## config.mk

```make
export PLATFORM = sky130hd
export DESIGN_NAME = rr_arb2_mux
export DESIGN_NICKNAME = d
export VERILOG_FILES = /design/src/rtl/rr_arb2_mux.sv
export SDC_FILE = /design/constraint.sdc
export NUM_CORES = 1
export LEC_CHECK = 0
export ABC_AREA = 1
export BUFFER_PORTS_ARGS = -buffer_cell sky130_fd_sc_hd__buf_2
export CAP_MARGIN = 20
export CORE_MARGIN = 3
export CORE_UTILIZATION = 47
export DETAILED_ROUTE_END_ITERATION = 10
export GPL_ROUTABILITY_DRIVEN = 0
export MAX_ROUTING_LAYER = met4
export PLACE_DENSITY = 0.83
export SYNTH_ARGS = -nofsm -noshare
export SYNTH_HDL_FRONTEND = slang
export SYNTH_SLANG_ARGS = --single-unit
```

## constraint.sdc

```tcl
create_clock -name clk_i -period 2.8 [get_ports clk_i]
set_input_delay 0.42 -clock clk_i [delete_from_list [all_inputs] [get_ports clk_i]]
set_output_delay 0.42 -clock clk_i [all_outputs]
set_load 0.03 [all_outputs]
```

## src/rtl/rr_arb2_mux.sv

```systemverilog
// rtl/rr_arb2_mux.sv - two-port round-robin arbiter with packet lock and registered output
module rr_arb2_mux #(
    parameter int DataWidth = 8
) (
    input  logic                 clk_i,
    input  logic                 rst_ni,
    input  logic [1:0]           req_valid_i,
    output logic [1:0]           req_ready_o,
    input  logic [DataWidth-1:0] a_data_i,
    input  logic [DataWidth-1:0] b_data_i,
    input  logic [1:0]           req_last_i,
    output logic                 out_valid_o,
    input  logic                 out_ready_i,
    output logic [DataWidth-1:0] out_data_o,
    output logic                 out_last_o,
    output logic [1:0]           grant_o,
    output logic [1:0]           owner_o
);

    typedef enum logic {
        ST_IDLE   = 1'b0,
        ST_LOCKED = 1'b1
    } state_t;

    state_t               state_q;
    logic                 prio_q;
    logic [1:0]           owner_q;
    logic                 out_valid_q;
    logic [DataWidth-1:0] out_data_q;
    logic                 out_last_q;

    logic                 can_acc;
    logic                 acc_en;
    logic [1:0]           selected;
    logic [1:0]           grant;
    logic [DataWidth-1:0] out_data_d;
    logic                 out_last_d;

    // The output register has room when empty or being drained this cycle;
    // reset also masks the handshake so nothing is accepted while rst_ni is low.
    assign can_acc = ~out_valid_q | out_ready_i;
    assign acc_en  = can_acc & rst_ni;

    // Pick the requester allowed to transfer: the lock owner while a packet is
    // open, otherwise the sole valid requester or the one favoured by prio.
    always_comb begin
        selected = 2'b00;
        case (state_q)
            ST_IDLE: begin
                case (req_valid_i)
                    2'b01:   selected = 2'b01;
                    2'b10:   selected = 2'b10;
                    2'b11:   selected = prio_q ? 2'b10 : 2'b01;
                    default: selected = 2'b00;
                endcase
            end
            ST_LOCKED: selected = owner_q;
            default:   selected = 2'b00;
        endcase
    end

    assign grant       = selected & req_valid_i & {2{acc_en}};
    assign req_ready_o = selected & {2{acc_en}};
    assign grant_o     = grant;

    // One-hot AND-OR select so each bit maps onto a single AO22 cell.
    assign out_data_d = ({DataWidth{grant[0]}} & a_data_i) |
                        ({DataWidth{grant[1]}} & b_data_i);
    assign out_last_d = (grant[0] & req_last_i[0]) | (grant[1] & req_last_i[1]);

    // Lock/priority state machine and output register, updated on accepted beats.
    always_ff @(posedge clk_i) begin
        if (!rst_ni) begin
            state_q     <= ST_IDLE;
            prio_q      <= 1'b0;
            owner_q     <= 2'b00;
            out_valid_q <= 1'b0;
            out_data_q  <= '0;
            out_last_q  <= 1'b0;
        end else if (|grant) begin
            out_valid_q <= 1'b1;
            out_data_q  <= out_data_d;
            out_last_q  <= out_last_d;
            if (out_last_d) begin
                // Packet closed: release the lock and favour the other side.
                state_q <= ST_IDLE;
                owner_q <= 2'b00;
                prio_q  <= grant[0];
            end else begin
                state_q <= ST_LOCKED;
                owner_q <= grant;
            end
        end else if (out_ready_i) begin
            out_valid_q <= 1'b0;
        end
    end

    assign out_valid_o = out_valid_q;
    assign out_data_o  = out_data_q;
    assign out_last_o  = out_last_q;
    assign owner_o     = owner_q;

endmodule

```

==> flow_summary.toml <==
[synthesis]
synth_compound_gate_area_share_pct = 4.959
yosys-mux-area-fraction_pct = 0
synth_sequential_area_ratio_pct = 37.02
postSynthNetCount = 140
post_synth_fa_ha_maj_area_fraction_pct = 0
synth_top_cells_by_count = "nand2_1 (35), nor2_1 (26), inv_1 (16)"
synth_area_leaders = "dfxtp_1 (37%), nand2_1 (17%), nor2_1 (13%), inv_1 (7.9%), nand2_4 (3.0%)"
synthArstFlopShare_pct = 0
post-synth-top-area-fraction_pct = 37.02
synth_area_leader_cell = "dfxtp_1"
synth_top_family_by_area = "simple AND/OR/NAND/NOR gates"
synth_most_common_cell = "nand2_1"
synth_simple_gate_area_share_pct = 45.95
synth-edff-count = 0
ys_types = 19
mean_cell_area_of_the_mapped_netlist_um2 = 6.470
synth-main-ff-cell = "dfxtp_1"
syn-cell-area_um2 = 757.0
postSynthCellCount = 117
ys_seq_elements = 14
synthesis.yosys.warnings = 0
post_synth_xor_area_fraction_pct = 0

[global_routing]
grt_use_met3_pct = 3.516
globalRouteMet2Util_pct = 28.02
globalRoute.busiestLayer = "met2"
antenna_violations_before_repair = 0
groute.usage.overall_pct = 16.97
grt.overflow.total = 0
grt_first_pass_wirelength_um = 2532
grt_use_met1_pct = 19.34
first_global_vias = 666
grt_start_max_net_pins = 13

[worst_setup_path]
worst_path_most_repeated_cell = "inv_2"
cp_capture_type = "primary output"
depth_of_the_most_critical_reg_to_reg_path = 9
cpPeakStageDelay_ns = 0.34
r2r_end = "out_data_o[0]$_SDFFE_PN0P_"
worst-endpoint-required_ns = 2.38
critical_path.max_fanout = 11
critical_path_arrival_ns = 1.46
critPathSlowestCell = "dfxtp_1"
path_class = "flip-flop to primary output"
r2r_slack_ns = 1.52
r2r-start = "state_q$_SDFFE_PN0P_"
cp_cell_sequence = "inv_2 -> nor2_1 -> nor2_2 -> nand3_2 -> inv_2 -> buf_2"
worst_setup_path_start_kind = "flip-flop"

[sta]
timing.clock.skew_ns = 0.006636
finalMaxSlewViolations = 0
setup-violations-final = 0
rsz0062_at_grt = "false"
final_worst_path_cycle_share_pct = 67.24
fin_crit_ns = 1.883
max_clock_freq_mhz = 531.1
finalHoldViolations = 0
timing.setup.tns_ns = 0
timing_worst_slew_pin_value_ns = 0.4030
slew_headroom_pct = 73.11

[run_status]
run_status = "finished, final reports clean"

[pwr]
power_per_cell_area_nw_per_um2 = 491.0
cellLeakagePower_nw = 0.5553
power.ir.vdd_worst_v = 0.0002834

[final_layout]
drive_above_1_share_pct = 35.67
finalCoreUtilization_pct = 70.57
final-seq-area_um2 = 280.3
antenna_cells = 0
multi_input_comb_area_um2 = 385.4
area_grow_syn2layout_pct = 30.41
numnets_final = 181
post_layout_nonfiller_instances = 172
fillers = 134

[floorplan]
io_pins = 39
row_count = 13
start_util_pct = 54.11
die_height_um = 46.13
fp.dieW_um = 46.13
floorplan.core_area_um2 = 1399
area_of_the_die_um2 = 2128

[routing]
detail_route.first_pass.iterations = 4
wl_per_cell_um = 9.267
num_vias = 782
number_of_antenna_violating_nets_in_the_routed_design = 0
initialDrtViolationCount = 6
detail_route.vias_per_cell = 4.547
drc = 0
routed_wire_length_um = 1594

[clocking]
deepest_clock_path_buffer_count = 2
clk_latency_ns = 0.27
cts.clk_slew.worst_paths_ns = 0.09
ctsHoldBuffers = 0
cts_resized = 0
count_of_buffers_added_by_post_cts_timing_repair_for_setup = 0
clockRootBuffer = "clkbuf_4"
tritoncts_clock_tree = "yes"
clkSinkCount = 14
cts_buffer_count = 3
htree_levels = 1

[placement]
post-place-cells = 168
portBuffers = 38
hpwl_after_dpl_um = 1302

[hold_path]
worstHoldEndpoint = "owner_o[0]$_SDFFE_PN0P_"
hp-class = "primary input to flip-flop"
min-delay-start = "rst_ni"
hold_depth = 3

[job]
cap_viol_max_count = 0
[worst max-delay path by stage]
stage	depth (start not counted)	slack [ns]	to	start
2_1_floorplan	5	1.27	grant_o[0]	owner_o[0]$_SDFFE_PN0P_
3_3_place_gp	8	1.06	grant_o[0]	out_ready_i
3_5_place_dp	8	1.01	grant_o[0]	out_ready_i
4_1_cts	6	0.90	grant_o[0]	state_q$_SDFFE_PN0P_
5_1_grt	6	0.78	grant_o[0]	out_valid_o$_SDFFE_PN0P_
6_report	6	0.92	grant_o[0]	state_q$_SDFFE_PN0P_
[layout make-up]
class	instances	share of cell area, %
tap	15	1.901
multi-input combinational	82	39.04
sequential	14	28.39
inverter	19	7.731
timing repair buffer	38	19.26
clock buffer	4	3.676
[state kept, by name, indices dropped and copies added, names as in the netlist]
| name | cells |
|---|---|
| out_data_o | 8 |
| owner_o | 2 |
| out_last_o | 1 |
| out_valid_o | 1 |
| prio_q | 1 |
| state_q | 1 |
[logic make-up after synthesis]
| logic type | count (synthesis) |
|---|---|
| AND/OR/NAND/NOR | 76 |
| buffers and inverters | 21 |
| flip-flops | 14 |
| AO/OA/AOI/OAI | 6 |
[where the power goes]
group          switching (W)  internal [W]  leakage (nW)
logic              0.0000825     0.0000422         0.420
clock network      0.0000626     0.0000790        0.0210
registers         0.00000672      0.000212         0.114
total               0.000152      0.000333         0.555
[cells in the final DEF, fill, tap and decap left out, types with 3 or more instances in the layout]
master    netlist  routed
buf_2           0      38
a21oi_1         3       3
nand2_1        35      35
nand2_2         3       3
clkbuf_4        0       3
nor2_1         26      26
inv_1          16      16
dfxtp_1        14      14
nand3_1         3       3
[metrics by stage]
| stage | area, µm² | hold slack, ns | setup slack [ns] | total power, W |
|---|---|---|---|---|
| final | 987.2 | 0.3950 | 0.9173 | 0.0004847 |
| after global routing | 987.2 | 0.4022 | 0.7823 | 0.0005159 |
| after CTS | 987.2 | 0.3878 | 0.9009 | 0.0004910 |
| after detailed placement | 950.9 | 0.4616 | 1.014 | 0.0003492 |
| after global placement | 950.9 | 0.4560 | 1.056 | 0.0003464 |
| after floorplan | 757.0 | 0.4774 | 1.274 | 0.0003101 |
[per-layer routing]
metal  routed length [µm]  vias to the layer above
met5                    0                        -
met4                   13                        0
li1                     -                      431
met1                  692                      324
met3                  117                        2
met2                  771                       25
[critical path, delay by kind of cell (launching register included)]
kind | cells | cell delay [ns]
DFF | 1 | 0.34
and+or+nand+nor | 3 | 0.35
buffers and inverters | 3 | 0.50
Power figures use the tool's default switching activity.
